### src/rtl/condicionador_botoes_pkg.sv
// Shared constants for the button conditioner and the game's debug decoders:
// state codes, widths, the debounce default and press-classification helpers.
package condicionador_botoes_pkg;

   localparam int unsigned DEBOUNCE_CYCLES_PADRAO = 10;
   localparam int unsigned BOTOES_W               = 4;
   localparam int unsigned ESTADO_W               = 3;
   localparam int unsigned CONTADOR_W             = 8;

   localparam logic [ESTADO_W-1:0] OCIOSO         = 3'd0;
   localparam logic [ESTADO_W-1:0] FILTRA         = 3'd1;
   localparam logic [ESTADO_W-1:0] REGISTRA       = 3'd2;
   localparam logic [ESTADO_W-1:0] ESPERA_SOLTAR  = 3'd3;
   localparam logic [ESTADO_W-1:0] FILTRA_SOLTURA = 3'd4;

   // Exactly one button pressed.
   function automatic logic um_bit(input logic [BOTOES_W-1:0] v);
      return (v != '0) && ((v & (v - BOTOES_W'(1))) == '0);
   endfunction

   // Two or more buttons pressed together.
   function automatic logic multi_bit(input logic [BOTOES_W-1:0] v);
      return (v & (v - BOTOES_W'(1))) != '0;
   endfunction

endpackage

### src/rtl/condicionador_botoes_sincronizador.sv
// Two-flop synchronizer bringing the raw asynchronous buttons into the
// clock domain before any decision logic looks at them.
module sincronizador_2ff
   import condicionador_botoes_pkg::*;
(
   input  logic                clock,
   input  logic                reset,
   input  logic [BOTOES_W-1:0] d,
   output logic [BOTOES_W-1:0] q
);

   logic [BOTOES_W-1:0] meta;

   always_ff @(posedge clock) begin
      if (reset) begin
         meta <= '0;
         q    <= '0;
      end else begin
         meta <= d;
         q    <= meta;
      end
   end

endmodule

### src/rtl/condicionador_botoes.sv
// Button conditioner: synchronizes, debounces and classifies button presses
// into a held play code plus one-cycle valid/invalid pulses.
module condicionador_botoes
   import condicionador_botoes_pkg::*;
#(
   parameter int unsigned DEBOUNCE_CYCLES = DEBOUNCE_CYCLES_PADRAO
) (
   input  logic                clock,
   input  logic                reset,
   input  logic [BOTOES_W-1:0] botoes,
   input  logic                habilita,
   input  logic                limpa,
   output logic [BOTOES_W-1:0] jogada,
   output logic                tem_jogada,
   output logic                invalida,
   output logic [ESTADO_W-1:0] db_estado
);

   localparam logic [CONTADOR_W-1:0] LIMITE       = CONTADOR_W'(DEBOUNCE_CYCLES - 1);
   localparam logic [CONTADOR_W-1:0] CONTADOR_MAX = '1;

   logic [BOTOES_W-1:0]   bs;
   logic [ESTADO_W-1:0]   estado, prox_estado;
   logic [BOTOES_W-1:0]   captura, prox_captura;
   logic [CONTADOR_W-1:0] contador, prox_contador;
   logic [CONTADOR_W-1:0] contador_inc;

   sincronizador_2ff u_sincronizador (
      .clock (clock),
      .reset (reset),
      .d     (botoes),
      .q     (bs)
   );

   // Saturating increment; the count never wraps back into a valid window.
   assign contador_inc = (contador == CONTADOR_MAX) ? contador : contador + CONTADOR_W'(1);

   always_ff @(posedge clock) begin
      if (reset) begin
         estado     <= OCIOSO;
         captura    <= '0;
         contador   <= '0;
         jogada     <= '0;
         tem_jogada <= 1'b0;
         invalida   <= 1'b0;
         db_estado  <= OCIOSO;
      end else begin
         estado     <= prox_estado;
         captura    <= prox_captura;
         contador   <= prox_contador;
         tem_jogada <= (estado == REGISTRA) && um_bit(captura);
         invalida   <= (estado == REGISTRA) && multi_bit(captura);
         db_estado  <= prox_estado;
         // A fresh capture outranks a simultaneous clear.
         if (estado == REGISTRA) begin
            jogada <= captura;
         end else if (limpa) begin
            jogada <= '0;
         end
      end
   end

   always_comb begin
      prox_estado   = estado;
      prox_captura  = captura;
      prox_contador = contador;
      case (estado)
         OCIOSO: begin
            if (habilita && (bs != '0)) begin
               prox_estado   = FILTRA;
               prox_captura  = bs;
               prox_contador = '0;
            end
         end
         FILTRA: begin
            if (bs != captura) begin
               prox_estado = OCIOSO;
            end else if (!habilita) begin
               prox_estado = ESPERA_SOLTAR;
            end else begin
               prox_contador = contador_inc;
               if (contador == LIMITE) begin
                  prox_estado = REGISTRA;
               end
            end
         end
         REGISTRA: begin
            prox_estado = ESPERA_SOLTAR;
         end
         ESPERA_SOLTAR: begin
            if (bs == '0) begin
               prox_estado   = FILTRA_SOLTURA;
               prox_contador = '0;
            end
         end
         FILTRA_SOLTURA: begin
            if (bs != '0) begin
               prox_estado = ESPERA_SOLTAR;
            end else if (contador == LIMITE) begin
               prox_estado = OCIOSO;
            end else begin
               prox_contador = contador_inc;
            end
         end
         default: begin
            prox_estado = OCIOSO;
         end
      endcase
   end

endmodule
### config.mk
export PLATFORM = sky130hd
export DESIGN_NAME = condicionador_botoes
export DESIGN_NICKNAME = d
export VERILOG_FILES = /design/src/rtl/condicionador_botoes_pkg.sv /design/src/rtl/condicionador_botoes_sincronizador.sv /design/src/rtl/condicionador_botoes.sv
export SDC_FILE = /design/constraint.sdc
export NUM_CORES = 1
export LEC_CHECK = 0
export ABC_AREA = 1
export CORE_ASPECT_RATIO = 2
export CORE_MARGIN = 2
export CORE_UTILIZATION = 26
export CTS_BUF_LIST = sky130_fd_sc_hd__clkbuf_8
export DETAILED_ROUTE_END_ITERATION = 8
export PLACE_DENSITY = 0.47
export SETUP_SLACK_MARGIN = 0.2
export SYNTH_ARGS = -nofsm -noshare
export SYNTH_HDL_FRONTEND = slang
export SYNTH_SLANG_ARGS = --single-unit
### constraint.sdc
create_clock -name clock -period 1.95 [get_ports clock]
set_clock_uncertainty 0.15 [all_clocks]
set_input_delay 0.195 -clock clock [delete_from_list [all_inputs] [get_ports clock]]
set_output_delay 0.195 -clock clock [all_outputs]
set_load 0.01 [all_outputs]
Word-level counts from Yosys, hierarchy flattened

Index checks and enable logic that the tools add are counted.

Register bits: 29
Output and inout port bits: 9

Add/subtract/negate cells: 2
Eq/ne operators: 15
Multiplexer cells: 18
Bitwise logic cells: 1
Reductions and logical operators: 15

Operators with widths:

| operator                                         | count |
|---|---|
| 2-to-1 mux 8 bit                                 | 7 |
| one-hot mux 8 bit (4 select lines)               | 1 |
| 2-to-1 mux 3 bit                                 | 7 |
| nonzero test 4 bit                               | 4 |
| one-hot mux 3 bit (5 select lines)               | 1 |
| != test 2 bit, second input constant             | 6 |
| adder 8 x 1 -> 8 bit, second input constant      | 1 |
| == test 8 x 4 -> 1 bit, second input constant    | 1 |
| == test 8 bit, second input constant             | 1 |
| zero test 4 bit                                  | 2 |
| 2-to-1 mux 4 bit                                 | 2 |
| AND reduction 7 bit                              | 1 |
| == test 3 x 2 -> 1 bit, second input constant    | 2 |
| AND 4 bit                                        | 1 |
| logical AND 1 bit                                | 4 |
| != test 4 bit                                    | 1 |
| != test 4 bit, second input constant             | 1 |
| AND reduction 4 bit                              | 1 |
| subtractor 4 x 1 -> 4 bit, second input constant | 1 |
| == test 3 x 1 -> 1 bit, second input constant    | 1 |
| == test 3 bit, second input constant             | 1 |
| zero test 3 bit                                  | 1 |
| != test 3 bit, second input constant             | 1 |
| AND reduction 2 bit                              | 1 |
| nonzero test 2 bit                               | 1 |

Depth between registers and ports, before layout

Gate-level depths: netlist (run 1).

Word-level depth: 5
Depth in mapped cells: 11
Gate-level depth less buffers: 11

Hierarchy

From an unflattened synthesis (run 1), not the netlist that was laid out.

Cell total of the unflattened synthesis: 236
Area total of the unflattened synthesis: 1,579.0 µm²

By module, submodules not included:

| module               | instances | cells each | area an instance (µm²) | sequential area each (µm²) |
|---|---|---|---|---|
| condicionador_botoes | 1         | 211        | 1,347.5                | 420.4 |
| sincronizador_2ff    | 1         | 25         | 231.5                  | 160.2 |

Worst setup path before layout (run 1)

No wires, ideal clock.

Path type: register to register
From: reg contador[0]
To: reg contador[0]
Setup time: 0.112 ns
Arrival time: 1.330 ns
Data required time: 1.688 ns
Slack: 0.357 ns
Cell stages (with the launch flop): 11
Path buffers: 0
Clock period less this slack: 1.593 ns
Cell sequence: dfxtp_1 ha_1 nand2_1 nor2_1 nand2_1 nor2_4 nor2_8 nand3_4 nand2_1 nand2_1 nor2_1

Longest elaborated chain between the ends: 5
Elaborated cells between the ends (all ways): 11
Classes of those cells: 1 x add/sub; 3 x eq/ne; 6 x mux; 1 x reduce/logical

Ends and longest elaborated chain:

| element                                               | RTL line                                               | RTL |
|---|---|---|
| start, declared                                       | condicionador_botoes.sv:25                             | `logic [CONTADOR_W-1:0] contador, prox_contador;` |
| start signal, assigned                                | condicionador_botoes.sv:50                             | `contador <= prox_contador;` |
| adder 8 x 1 -> 8 bit or == test 8 bit (tied branches) | condicionador_botoes.sv:36                             | `assign contador_inc = (contador == CONTADOR_MAX) ? contador : contador + CONTADOR_W'(1);` |
| 2-to-1 mux 8 bit                                      | condicionador_botoes.sv:36                             |  |
| 2-to-1 mux 8 bit, on equally long branches            | condicionador_botoes.sv:99, condicionador_botoes.sv:78 |  |
| 2-to-1 mux 8 bit, on equally long branches            | condicionador_botoes.sv:97, condicionador_botoes.sv:76 |  |
| one-hot mux 8 bit (4 select lines)                    | condicionador_botoes.sv:67                             | `case (estado)` |

Several ways; a longest one is shown, not always the timed one. The select of a mux whose other input is x is not followed.
A chain may end at the register's enable or synchronous reset.

Worst setup path after layout (run 1)

From: reg estado[0]
To: reg contador[1]

Longest elaborated chain between the ends: 3
Elaborated cells between the ends (all ways): 13
Classes of those cells: 9 x eq/ne; 1 x mux; 3 x reduce/logical

Ends and longest elaborated chain:

| element                                                       | RTL line                   | RTL |
|---|---|---|
| start, declared                                               | condicionador_botoes.sv:23 | `logic [ESTADO_W-1:0] estado, prox_estado;` |
| start signal, assigned                                        | condicionador_botoes.sv:48 | `estado <= prox_estado;` |
| == test 3 bit (tied with other cells)                         | condicionador_botoes.sv:67 |  |
| nonzero test 4 bit (no line) or != test 2 bit (tied branches) | --                         |  |
| AND reduction 7 bit (no line)                                 | --                         |  |

Several ways; a longest one is shown, not always the timed one.

==> results of run 1 <==
==> kinds of logic (layout without fill, tap and decap cells) <==
family / count (synthesis) / count (layout) / share of synthesized area
AND/OR/NAND/NOR: 132 / 133 / 0.399
buffers and inverters: 41 / 65 / 0.102
flip-flops: 29 / 29 / 0.371
AO/OA/AOI/OAI: 26 / 26 / 0.0897
XOR/XNOR: 4 / 4 / 0.0224
adder cells (fa/ha/maj): 2 / 2 / 0.0160
==> sequential cells by signal (all words and copies together) (netlist names) <==
register	flops
contador	8
captura	4
jogada	4
u_sincronizador.meta	4
u_sincronizador.q	4
estado	3
invalida	1
tem_jogada	1
==> path summary, 6_finish.rpt <==
kind / from / to / slack (ns) / cells past startpoint
max: estado[0]$_SDFFE_PP0P_ / contador[1]$_SDFFE_PP0P_ / 0.29 / 10
min: u_sincronizador.meta[2]$_SDFF_PP0_ / u_sincronizador.q[2]$_SDFF_PP0_ / 0.24 / 2
max reg2reg: estado[0]$_SDFFE_PP0P_ / contador[1]$_SDFFE_PP0P_ / 0.29 / 10
min reg2reg: u_sincronizador.meta[2]$_SDFF_PP0_ / u_sincronizador.q[2]$_SDFF_PP0_ / 0.24 / 2
==> repair_timing <==
| action | CTS | global route |
|---|---|---|
| pin swaps | 0 | 2 |
| endpoints found under the setup margin | 3 | 11 |
| hold endpoints to repair | 0 | 0 |
| hold buffers | 0 | 0 |
| buffers inserted | 0 | 2 |
| gates resized for setup | 1 | 11 |
| cloned | 0 | 1 |
==> layer usage <==
metal  vias up  GRT usage  routed length (um)
met3         7     0.0283                 149
met2        34      0.179                1710
met4         0     0.0545                  77
met1       659      0.147                1570
li1        791          -                   -
met5         -          0                   0
==> critical path: stages, from the launching register on <==
cell and delay, ns:
dfxtp_1 0.40, inv_2 0.11, nand2_2 0.10, nor2_1 0.07
nand2_2 0.07, nand3_2 0.11, nor2_4 0.21, buf_4 0.15
nand3_1 0.08, nand2_1 0.07, nor2_1 0.03
==> metrics by stage <==
stage | total power, uW | cells | setup slack (ns)
floorplan | 1440 | 234 | 0.357
detailed placement | 1660 | 312 | 0.138
finish | 2280 | 322 | 0.292
CTS | 2190 | 319 | 0.233
global placement | 1650 | 312 | 0.170
global route | 2460 | 322 | 0.193
==> cells in the final DEF (no fill, tap or decap), types with 2 or more instances in the layout <==
master / netlist / final
a21oi_1: 11 / 11
ha_1: 2 / 2
nand3_1: 17 / 16
buf_4: 0 / 4
nand2_1: 49 / 48
nand2_2: 5 / 6
clkdlybuf4s50_1: 0 / 16
inv_1: 33 / 33
nand4_1: 9 / 9
nor2_1: 39 / 34
dfxtp_1: 29 / 27
nor4_1: 2 / 2
nor2_4: 2 / 4
nor3_1: 3 / 2
o21ai_0: 10 / 10
dfxtp_2: 0 / 2
nor2_2: 2 / 6
clkbuf_8: 0 / 6
xor2_1: 3 / 3
nand3_2: 2 / 3
inv_2: 4 / 4
==> power by group through the flow <==
stage                     registers (uW)  clock network (uW)  logic, uW
after floorplan                      738                   0        701
after global placement               734                   0        919
after detailed placement             737                   0        927
final                                727                 506       1040
after global routing                 737                 557       1160
after CTS                            724                 532        931
==> area by class of cell <==
cell class,instances,area share
multi-input cells,165,0.442
clock buffers,6,0.0423
well taps,63,0.0403
flip-flops and latches,29,0.298
inverters,38,0.0755
repair buffers,20,0.0973
clock inverters,1,0.00384
==> results.ini, run 1 <==
[run_status]
status = finished with violations
violations = DRC

[critical_path]
crit_fanout = 6
end_kind = flop
worstPathRequired_ns = 1.97
arrival_ns = 1.68
worstSetupPathType = flop to flop
critPathLaunchType = flop

[synthesis]
post_synth_num_cell_types = 27
yosys.area.top_type = dfxtp_1
syn_nets = 244
synth_top_area_share = 0.371
ys_top_cells_by_count = nand2_1, nor2_1, inv_1
syn_avg_cell_area_um2 = 6.68
ys_top_cells_by_area = dfxtp_1, nand2_1, nor2_1
syn-instance-count = 234
synthArstFlopShare = 0
synth-edff-count = 0
ys_seq_area_frac = 0.371
ys_ff_latch = 29
synth-main-ff-cell = dfxtp_1
syn_area_um2 = 1560
synth.most_common_cell = nand2_1
ys.warnings.count = 0

[cts]
cts_num_sinks = 29
root_buffer = clkbuf_8
numCtsBuffers = 5
clk_pin_slew_ns = 0.06
cts_buffer_depth = 2
ctsHtreeMaxLevel = 2
cts_tree = done
clock_latency_ns = 0.28

[global_routing]
grtUsageTotal = 0.115
grt_first_pass_wirelength_mm = 6.02
grt_max_degree = 16
antenna_found_initial = 0
grt_overflow = 0
grt_pass1_vias = 1354

[routing]
dr_total_vias = 1491
drc = 2
dr.pass1.iters = 6
wl_per_cell_um = 10.9
wl_mm = 3.51
via_per_inst = 4.63
postRouteAntennaNets = 0
first_iter_violations = 37

[die]
io_pins = 17
die_y_um = 114
rows = 40
start_util = 0.265
die_w_um = 58.8
dieArea_um2 = 6680
fp.coreArea_um2 = 5910

[sta]
maxSlewHeadroom = 0.791
fmax_mhz = 603
post-route-min-period_ns = 1.66
fin_crit_sh = 0.850
worst_pin_slew_ns = 0.312
rsz0062_at_grt = yes
hold_ws_ns = 0.244
setup_tns_ns = 0
slew_viol_final = 0
setup_violations = 0
hold_viol_final = 0

[pwr]
p_comb_frac = 0.458
powerDensity_nw_per_um2 = 1160
power_leakage_uw = 0.000798
power_switching_uw = 950
vdd_drop_max_uv = 591
pwr-share-clk = 0.222
power.internal_uw = 1320
power.share.sequential = 0.320
switching_share = 0.418

[place]
port_buffers = 16
place_area_um2 = 1810
dpl.hpwl_mm = 2.63
gp_congestion = 0.809

[finish]
fill_cells = 650
drive_above_1_share = 0.158
nets = 269
fin_area_um2 = 1950
utilization = 0.331
multiInputGateArea_um2 = 865
num_antenna_cells = 0
register_area_um2 = 583
synthToLayoutAreaGrowth_pct = 25.1

[min_path]
hold_class = flop to flop

[job]
drv_cap = 0

Note: power is estimated with default switching activity, not from simulation.
==> inputs of run 2 (changes only) <==
--- a/config.mk
+++ b/config.mk
@@ -11,7 +11,7 @@
 export CORE_UTILIZATION = 26
 export CTS_BUF_LIST = sky130_fd_sc_hd__clkbuf_8
 export DETAILED_ROUTE_END_ITERATION = 8
-export PLACE_DENSITY = 0.47
+export PLACE_DENSITY = 0.44
 export SETUP_SLACK_MARGIN = 0.2
 export SYNTH_ARGS = -nofsm -noshare
 export SYNTH_HDL_FRONTEND = slang
==> constraint.sdc (replaced) <==
create_clock -name clock -period 1.8 [get_ports clock]
set_clock_uncertainty 0.15 [all_clocks]
set_input_delay 0.18 -clock clock [delete_from_list [all_inputs] [get_ports clock]]
set_output_delay 0.18 -clock clock [all_outputs]
set_load 0.01 [all_outputs]
==> results.ini, run 2 (synthesized netlist as in run 1, its figures left out) <==
[place]
dpl.hpwl_mm = 2.69  ; +2.3%
gp_congestion = 0.829  ; +2.5%
port_buffers = 16  ; unchanged
dp.cells = 315  ; +0.96%

[critical_path]
slowest_delay_ns = 0.38  ; -0.02 ns
crit_path_frequent_cell = nand2_2
worstSetupPathType = flop to flop
end_kind = flop
worstPathRequired_ns = 1.87  ; -0.10 ns
cp_num_buf_inv = 2  ; unchanged
critPathLaunchType = flop
crit_chain = inv_4 > ha_4 > inv_2 > nor2_2 > nand2_2 > nor2_4 > nor2_4 > nand3_4 > nand2_2 > nand2_2 > nor2_2
arrival_ns = 1.68  ; about the same
slowest_stage = dfxtp_4
crit_fanout = 8  ; +2
cp_top_family = simple AND/OR/NAND/NOR gates

[pwr]
switching_share = 0.389  ; -0.0292
vdd_drop_max_uv = 552  ; -6.6%
power_leakage_uw = 0.000894  ; +12%
p_comb_frac = 0.446  ; -0.012
power.internal_uw = 1820  ; +37%
power.share.sequential = 0.282  ; -0.038
total_power_uw = 2970  ; +31%
powerDensity_nw_per_um2 = 1380  ; +19%
power_switching_uw = 1150  ; +21%
pwr-share-clk = 0.273  ; +0.051

[cts]
cts_tree = done
numCtsBuffers = 5  ; unchanged
cts_buffer_depth = 2  ; unchanged
clock_latency_ns = 0.28  ; about the same
cts_num_sinks = 29  ; unchanged
clk_pin_slew_ns = 0.06  ; about the same
ctsHtreeMaxLevel = 2  ; unchanged
root_buffer = clkbuf_8
ctsHoldBuffers = 0  ; unchanged

[finish]
final_common_cell = nand2_1
largest_register_ffs = 8  ; unchanged
drive_above_1_share = 0.248  ; +0.0898
synthToLayoutAreaGrowth_pct = 37.6
final_cell_mix = nand2_1, nor2_1, inv_1, dfxtp_1, clkdlybuf4s50_1
num_antenna_cells = 0  ; unchanged
nets = 275  ; +2.2%
instances_no_fill = 329  ; +2.2%
regMostFlops = contador

[min_path]
hold_class = flop to flop

[sta]
setup_violations = 0  ; unchanged
post-route-min-period_ns = 1.61  ; -0.0464 ns
maxSlewHeadroom = 0.740  ; -0.0502
rsz0062_at_grt = yes
slew_viol_final = 0  ; unchanged
fmax_mhz = 620  ; +2.9%
worst_pin_slew_ns = 0.387  ; +0.0747 ns
setup_tns_ns = 0  ; unchanged
fin_crit_sh = 0.896  ; +0.0451
hold_viol_final = 0  ; unchanged

[die]
dieArea_um2 = 6680  ; unchanged
start_util = 0.265  ; unchanged
die_y_um = 114  ; unchanged
fp.coreArea_um2 = 5910  ; unchanged
die_w_um = 58.8  ; unchanged
rows = 40  ; unchanged
io_pins = 17  ; unchanged

[routing]
wl_mm = 3.74  ; +6.7%
first_iter_violations = 29  ; -22%
drc = 2  ; unchanged
dr.pass1.iters = 6  ; unchanged
wl_per_cell_um = 11.4  ; +4.5%
postRouteAntennaNets = 0  ; unchanged
dr_total_vias = 1541  ; +3.4%
via_per_inst = 4.68  ; +1.2%

[global_routing]
grt_max_degree = 16  ; unchanged
grt_overflow = 0  ; unchanged
antenna_found_initial = 0  ; unchanged
grtUsageTotal = 0.122  ; +0.00637
grt_first_pass_wirelength_mm = 6.33  ; +5.2%
grt_pass1_vias = 1430  ; +5.6%

[run_status]
status = finished with violations
violations = DRC

[job]
drv_cap = 0  ; unchanged

-- run 2: cell types whose count changed in the layout (fill, tap and decap cells not counted), sizes merged --
cell / before / now
buf: 4 / 11
bufinv: 0 / 2
clkbuf: 6 / 5
clkdlybuf4s50: 16 / 15
clkinv: 1 / 2
clkinvlp: 1 / 0
dlymetal6s2s: 0 / 1
nor2: 45 / 44
-- run 2: layer usage --
layer  up-vias  track usage  wire, um
li1        805            -         -
met1       694        0.144      1610
met2        36        0.204      1900
met3         6       0.0261       160
met4         0       0.0545        70
met5         -            0         0
-- run 2: worst paths after layout --
path,startpoint,to,slack (ns),cells after the start
worst max register to register,contador[1]$_SDFFE_PP0P_,contador[0]$_SDFFE_PP0P_,0.19,11
worst min-delay path,u_sincronizador.meta[2]$_SDFF_PP0_,u_sincronizador.q[2]$_SDFF_PP0_,0.24,2
worst min register to register,u_sincronizador.meta[2]$_SDFF_PP0_,u_sincronizador.q[2]$_SDFF_PP0_,0.24,2
worst max-delay path,contador[1]$_SDFFE_PP0P_,contador[0]$_SDFFE_PP0P_,0.19,11
-- run 2: worst register-to-register path, cell delays in order (launching register included) --
cell and delay (ns):
dfxtp_4 0.38, inv_4 0.04, ha_4 0.15, inv_2 0.04
nor2_2 0.04, nand2_2 0.10, nor2_4 0.05, nor2_4 0.21
nand3_4 0.16, nand2_2 0.10, nand2_2 0.05, nor2_2 0.09
-- run 2: repair_timing --
action,CTS,global route
setup endpoints to repair,11,19
endpoints found under the hold margin,0,0
setup buffers,6,0
pin swaps,8,8
gates resized for setup,33,11
-- run 2: through the flow --
stage | cell area (um^2) | utilization | worst slack, ns | hold WS (ns)
after floorplan | 1560 | - | 0.207 | 0.137
after global placement | 1830 | 0.310 | 0.0422 | 0.240
after detailed placement | 1830 | 0.310 | 0.00220 | 0.242
after CTS | 2110 | 0.357 | 0.201 | 0.245
after global routing | 2150 | 0.364 | 0.0708 | 0.264
final | 2150 | 0.364 | 0.188 | 0.243
-- run 2: power by group through the flow --
stage	registers [uW]	clock network, uW	logic (uW)
after floorplan	799	0	759
after global placement	800	0	1020
after detailed placement	802	0	1030
after CTS	829	834	1250
after global routing	849	856	1470
final	836	810	1320
-- run 2: final cells by class --
cell class                      instances  area, um^2
Clock buffer                            5        68.8
Inverter                               38         155
Tap cell                               63        78.8
Clock inverter                          3        65.1
Timing Repair Buffer                   27         245
Multi-Input combinational cell        164         940
Fill cell                             649        3750
Sequential cell                        29         598
